## src/rtl/wb_drain_pkg.sv

```systemverilog
// Shared types and constants for the write-buffer drain engine.
package wb_drain_pkg;

    typedef enum logic {
        IDLE  = 1'b0,
        WRITE = 1'b1
    } wb_drain_state_e;

    localparam int DEF_ADDR_WIDTH = 32;
    localparam int DEF_DATA_WIDTH = 32;
    localparam int WR_COUNT_WIDTH = 16;

    // Entry layout is {addr, be, data} with data in the LSBs.
    localparam int DATA_LSB = 0;

    function automatic int be_lsb(input int data_width);
        return data_width;
    endfunction

    function automatic int addr_lsb(input int data_width);
        return data_width + data_width / 8;
    endfunction

endpackage

```

## src/rtl/wb_drain.sv

```systemverilog
// Drains posted write-backs from the write-buffer FIFO onto the bus as
// single-beat writes, with pause, flush-done and idle signalling.
module wb_drain
    import wb_drain_pkg::*;
#(
    parameter int ADDR_WIDTH  = DEF_ADDR_WIDTH,
    parameter int DATA_WIDTH  = DEF_DATA_WIDTH,
    parameter int BE_WIDTH    = DATA_WIDTH / 8,
    parameter int ENTRY_WIDTH = ADDR_WIDTH + BE_WIDTH + DATA_WIDTH
) (
    input  logic                   clk,
    input  logic                   rest,
    input  logic                   fifo_empty,
    output logic                   fifo_read,
    input  logic [ENTRY_WIDTH-1:0] fifo_readData,
    output logic [ADDR_WIDTH-1:0]  bus_address,
    output logic [BE_WIDTH-1:0]    bus_byteEnable,
    output logic [DATA_WIDTH-1:0]  bus_writeData,
    output logic                   bus_write,
    input  logic                   bus_waitRequest,
    input  logic                   pause,
    input  logic                   flush,
    output logic                   flush_done,
    output logic                   idle,
    output logic [15:0]            wr_count
);

    localparam int BE_LSB   = be_lsb(DATA_WIDTH);
    localparam int ADDR_LSB = addr_lsb(DATA_WIDTH);

    wb_drain_state_e               state_q, state_d;
    logic                          flush_pending_q, flush_pending_d;
    logic                          flush_done_q, flush_done_d;
    logic [WR_COUNT_WIDTH-1:0]     wr_count_q, wr_count_d;
    logic [ADDR_WIDTH-1:0]         addr_q;
    logic [BE_WIDTH-1:0]           be_q;
    logic [DATA_WIDTH-1:0]         data_q;

    logic pop;
    logic accept;
    logic idle_w;
    logic flush_req;

    // Pop only a non-empty FIFO, never while paused, and only when the bus
    // slot is free or is being freed this cycle; reset gates the strobe.
    assign pop    = rest && !fifo_empty && !pause &&
                    ((state_q == IDLE) || !bus_waitRequest);
    assign accept = (state_q == WRITE) && !bus_waitRequest;
    assign idle_w = (state_q == IDLE) && fifo_empty;

    // Next-state logic: FSM, write counter and flush tracking.
    always_comb begin
        state_d = state_q;
        if (pop) begin
            state_d = WRITE;
        end else if (accept) begin
            state_d = IDLE;
        end
        wr_count_d      = wr_count_q + {{(WR_COUNT_WIDTH-1){1'b0}}, accept};
        // A new request and an older pending one both complete on idle.
        flush_req       = flush_pending_q || flush;
        flush_done_d    = flush_req && idle_w;
        flush_pending_d = flush_req && !idle_w;
    end

    // FSM and control registers.
    always_ff @(posedge clk or negedge rest) begin
        if (!rest) begin
            state_q         <= IDLE;
            flush_pending_q <= 1'b0;
            flush_done_q    <= 1'b0;
            wr_count_q      <= '0;
        end else begin
            state_q         <= state_d;
            flush_pending_q <= flush_pending_d;
            flush_done_q    <= flush_done_d;
            wr_count_q      <= wr_count_d;
        end
    end

    // Bus datapath registers: load the FIFO head on pop, otherwise hold.
    always_ff @(posedge clk or negedge rest) begin
        if (!rest) begin
            addr_q <= '0;
            be_q   <= '0;
            data_q <= '0;
        end else if (pop) begin
            addr_q <= fifo_readData[ADDR_LSB +: ADDR_WIDTH];
            be_q   <= fifo_readData[BE_LSB   +: BE_WIDTH];
            data_q <= fifo_readData[DATA_LSB +: DATA_WIDTH];
        end
    end

    assign fifo_read      = pop;
    assign bus_write      = (state_q == WRITE);
    assign bus_address    = addr_q;
    assign bus_byteEnable = be_q;
    assign bus_writeData  = data_q;
    assign idle           = idle_w;
    assign flush_done     = flush_done_q;
    assign wr_count       = wr_count_q;

endmodule

```

## config.mk

```make
export PLATFORM = sky130hd
export DESIGN_NAME = wb_drain
export DESIGN_NICKNAME = d
export VERILOG_FILES = /design/src/rtl/wb_drain_pkg.sv /design/src/rtl/wb_drain.sv
export SDC_FILE = /design/constraint.sdc
export NUM_CORES = 1
export LEC_CHECK = 0
export ABC_AREA = 1
export ABC_CLOCK_PERIOD_IN_PS = 1790
export CAP_MARGIN = 25
export CORE_UTILIZATION = 41
export DETAILED_ROUTE_END_ITERATION = 8
export PLACE_DENSITY = 0.83
export SETUP_SLACK_MARGIN = 0.1
export SLEW_MARGIN = 20
export SYNTH_ARGS = -nofsm -noshare
export SYNTH_HDL_FRONTEND = slang
export SYNTH_SLANG_ARGS = --single-unit
export TNS_END_PERCENT = 5
```

## constraint.sdc

```tcl
create_clock -name clk -period 1.79 [get_ports clk]
set_input_delay 0.179 -clock clk [delete_from_list [all_inputs] [get_ports clk]]
set_output_delay 0.179 -clock clk [all_outputs]
set_load 0.01 [all_outputs]
```

==> impl_metrics.toml, run 1 <==
[global_routing]
antenna_found_initial = 0
grt_pass1_wl_mm = 13.9
overflow = 0
grt_usage_pct = 20.4
grt_max_degree = 70
first_global_vias = 3166

[pwr]
cellPowerDensity_nw_per_um2 = 976
max-vdd-ir-drop_mv = 0.588
leakagePower_nw = 2.66
power_mw = 5.30

[floorplan]
start_util_pct = 42.2
dieHeight_microns = 93.7
ios = 162
die_x_microns = 93.7
core_sq_um = 8180
die-area_sq_um = 8780
num_rows = 33

[timing]
rsz0062_at_grt = "yes"
tns_ps = 0
setup_viol = 0
tightestPinTransition_ps = 515
holdWs_ps = 366
min_period_over_period_pct = 92.1
drv_slew = 0
hold_viol = 0
clock.fmax_mhz = 607
fin_skew_ps = 10.2
max_slew_margin_pct = 65.7
layout_setup_ws_ps = 141
fin_crit_ps = 1650

[clocking]
cts_sinks = 87
insertion_delay_ps = 340
clockBufferDepth = 2
cts_tree = "yes"
path_clk_slew_ps = 80
cts-buffers-inserted = 9
cts_root_buf = "clkbuf_8"
htreeDepth = 3

[yosys]
synth.distinct_cells = 17
netlist_instances = 392
seq_area_frac_synth_pct = 63.1
synth_area_leaders = "dfrtp_1 (63%), nand2_1 (25%), nor2_1 (2.0%)"
syn-cell-area_sq_um = 3450
synth_top_area_share_pct = 63.1
synth_fp_nets = 469
yosysTopAreaCell = "dfrtp_1"
yosys_warnings = 0
ys_seq_elements = 87
syn_area_per_cell_sq_um = 8.80

[worst_hold_path]
worstHoldPathType = "primary input to flip-flop"

[final_layout]
area_growth_pct = 57.4
layout-drive-gt1-share_pct = 4.80
diodes = 0
finalNonFillerCells = 668
final_nets = 635
final_common_cell = "nand2_1"
final_cell_mix = "nand2_1 (234), clkdlybuf4s50_1 (158), dfrtp_1 (87), nor2_1 (17), inv_1 (13)"

[detailed_routing]
remaining_drc_errors = 0
first_pass_iters = 5
dr.first_iter.drc_count = 114
ant_nets = 0
avgViaCountPerCell = 4.67
drt_wl_total_mm = 8.57
routedWlPerCell_microns = 12.8
vias = 3118

[setup_path]
critical_path_arrival_ps = 1470
critPathRequiredTime_ps = 1610
crit_type = "primary input to output port"
end_kind = "output port"
path_max_fanout = 2
worst_setup_path_start_kind = "primary input"

[placed_design]
gp_congestion = 0.823
pre_cts_slack_ps = -146
dp_hpwl_mm = 6.31
dp.cells = 650
io_buffers = 161

[outcome]
outcome = "finished, final reports clean"

[job]
cap_violations = 0
## sequential cells by signal (all words and copies together), names as in the netlist
name	cells
bus_writeData	32
flush_done	1
wr_count	16
bus_write	1
flush_pending_q	1
bus_byteEnable	4
bus_address	32
## critical path, stage by stage
cell and delay, ps:
dlygate4sd3_1 530, buf_4 110, inv_1 50, nor2_1 120, nand3_2 130, inv_2 100, dlygate4sd2_1 270
## worst paths after layout
| kind | cells after the start | from | endpoint | slack, ps |
|---|---|---|---|---|
| hold / removal | 3 | fifo_readData[24] | bus_writeData[24] | 370 |
| min in group asynchronous | 3 | rest | wr_count[6] | 440 |
| hold reg to reg | 2 | bus_address[28] | bus_address[28] | 480 |
| setup reg to reg | 9 | bus_write | wr_count[10] | 150 |
| max in group asynchronous | 4 | rest | bus_address[23] | 740 |
| setup / recovery | 7 | rest | fifo_read | 140 |
## Yosys cell counts
master / count
buf_2: 9
buf_4: 2
buf_6: 2
clkbuf_1: 1
dfrtp_1: 87
ha_1: 3
inv_1: 13
inv_2: 1
nand2_1: 234
nand3_1: 6
nand3_2: 1
nand4_1: 4
nor2_1: 18
nor3_1: 1
o21ai_0: 2
xnor2_1: 3
xor2_1: 5
## report_power, final
part,internal [mW],switching (mW)
Clock,0.756,0.636
Sequential,2.29,0.216
Combinational,0.835,0.571
## cell families after synthesis
group	Yosys count	share of synthesized area [%]
AOI/OAI and AO/OA	2	0.290
xor gates and xnor gates	8	2.03
adders and majority gates	3	1.09
buffers and inverters	28	4.03
DFF	87	63.1
and+or+nand+nor	264	29.5
## stage by stage
step	util [%]	instance area (sq um)
after floorplan	-	3450
after global placement	63.2	5170
after detailed placement	63.5	5190
after CTS	66.2	5410
after global routing	66.4	5430
final	66.4	5430
## routing by layer
metal	vias up	part of all wire, %	GRT usage [%]
met5	-	0	0
met4	0	1.9	8.97
met3	18	7.2	5.26
met2	117	50	34.7
met1	1472	41	24.3
li1	1511	-	-
## timing repair
| item | CTS | global route |
|---|---|---|
| buffers inserted | 0 | 1 |
| gates resized for setup | 1 | 4 |
| hold buffers | 1 | 0 |
| setup endpoints to repair | 3 | 7 |
| hold endpoints to repair | 39 | 0 |
## cell type report
cell class / instances / area (sq um)
clock inverter: 3 / 40.0
clock buffer: 13 / 169
timing repair buffer: 169 / 1720
tap: 105 / 131
inverter: 14 / 52.6
sequential: 87 / 2180
multi-input combinational: 277 / 1140
fill: 667 / 2750
Note: power is estimated with default switching activity, not from simulation.
==> inputs of run 2 (changes only) <==
- SKIP_CTS_REPAIR_TIMING: default -> 1
- TNS_END_PERCENT: 5 -> 10
==> impl_metrics.toml, run 2 (synthesized netlist as in run 1, its figures left out) <==
[outcome]
outcome = "finished, final reports clean"

[clocking]
insertion_delay_ps = 340
cts_sinks = 87
cts-buffers-inserted = 9
htreeDepth = 3
clockBufferDepth = 2
cts_tree = "yes"
cts_root_buf = "clkbuf_8"
path_clk_slew_ps = 80

[placed_design]
io_buffers = 161
gp_congestion = 0.823
dp_hpwl_mm = 6.31
placed_area_sq_um = 5190

[detailed_routing]
routedWlPerCell_microns = 12.8
met3WireLength_microns = 610
route.met2.wl_mm = 4.26
vias = 3117
highest_layer = "met4"
avgViaCountPerCell = 4.67
dr.first_iter.drc_count = 98
remaining_drc_errors = 0
ant_nets = 0
wl_met1_mm = 3.50
drt_wl_total_mm = 8.54
first_pass_iters = 5

[timing]
holdWs_ps = 366
rsz0062_at_grt = "yes"
setup_viol = 0
tightestPinTransition_ps = 516
drv_slew = 0
min_period_over_period_pct = 91.0
fin_crit_ps = 1630
clock.fmax_mhz = 614
fin_skew_ps = 9.53
max_slew_margin_pct = 65.6
hold_viol = 0

[floorplan]
die_x_microns = 93.7
start_util_pct = 42.2
num_rows = 33
core_sq_um = 8180
die-area_sq_um = 8780
dieHeight_microns = 93.7
ios = 162

[setup_path]
critical_path_arrival_ps = 1870
end_kind = "flip-flop"
crit_chain = "inv_1 -> nor2_1 -> ha_1 -> ha_1 -> nand3_2 -> nor2_1 -> nand3_1 -> nand2_1 -> nand2_1"
worst_setup_path_start_kind = "flip-flop"
crit_type = "flip-flop to flip-flop"
cp_top_family = "simple AND/OR/NAND/NOR gates"
cp_num_buf_inv = 1
critPathRequiredTime_ps = 2030
path_max_fanout = 3
critPathMaxStageDelay_ps = 370
crit_slowest_cell = "dfrtp_1"

[pwr]
cellPowerDensity_nw_per_um2 = 976
max-vdd-ir-drop_mv = 0.588
power_mw = 5.30
leakagePower_nw = 2.67

[final_layout]
fin_area_sq_um = 5430
final_nets = 635
final_cell_mix = "nand2_1 (234), clkdlybuf4s50_1 (158), dfrtp_1 (87), nor2_1 (18), inv_1 (13)"
area_growth_pct = 57.4
layout-drive-gt1-share_pct = 4.62
fin_util_pct = 66.4
diodes = 0
nFillCells = 667
final_common_cell = "nand2_1"

[global_routing]
antenna_found_initial = 0
grt_pass1_wl_mm = 13.9
grt_max_degree = 70
first_global_vias = 3160
grt_usage_pct = 20.4
overflow = 0

[job]
cap_violations = 0

[worst_hold_path]
worstHoldPathType = "primary input to flip-flop"
[run 2: changes by cell type in the layout (fill, tap and decap cells not counted), sizes merged]
cell          previous run  this run
dlymetal6s2s             1         2
dlygate4sd2              1         0
[run 2: routing by layer]
| metal | track usage [%] | up-vias |
|---|---|---|
| met1 | 24.3 | 1477 |
| met4 | 8.97 | 0 |
| met2 | 34.6 | 109 |
| li1 | - | 1513 |
| met5 | 0 | - |
| met3 | 5.26 | 18 |
[run 2: worst paths after layout]
path,start,endpoint,slack [ps],depth (start not counted)
hold reg to reg,bus_address[28],bus_address[28],480,2
min in group asynchronous,rest,wr_count[6],440,3
setup / recovery,bus_write,wr_count[14],160,9
hold / removal,fifo_readData[24],bus_writeData[24],370,3
setup reg to reg,bus_write,wr_count[14],160,9
max in group asynchronous,rest,bus_address[23],740,4
[run 2: layout make-up]
| class | count | area (sq um) | area share, % |
|---|---|---|---|
| clock buffer | 13 | 169 | 3.11 |
| inverter | 14 | 52.6 | 0.968 |
| multi-input combinational | 277 | 1140 | 21.0 |
| tap | 105 | 131 | 2.42 |
| clock inverter | 3 | 40.0 | 0.737 |
| sequential | 87 | 2180 | 40.1 |
| timing repair buffer | 169 | 1720 | 31.7 |
[run 2: power breakdown]
| part | total, mW | internal (mW) | switching [mW] |
|---|---|---|---|
| combinational | 1.41 | 0.835 | 0.571 |
| sequential | 2.50 | 2.29 | 0.216 |
| clock | 1.39 | 0.756 | 0.637 |
[run 2: through the flow]
step / setup WS [ps] / instances / setup TNS (ps)
after floorplan: 234 / 392 / 0
after global placement: -5.23 / 649 / -5.23
after detailed placement: -146 / 650 / -284
after CTS: -37.2 / 666 / -37.2
after global routing: 7.84 / 668 / 0
final: 161 / 668 / 0
[run 2: worst register-to-register path, cell delays in order (launching register included)]
cell	delay, ps
dfrtp_1	370
inv_1	40
nor2_1	140
ha_1	200
ha_1	190
nand3_2	110
nor2_1	210
nand3_1	130
nand2_1	90
nand2_1	50
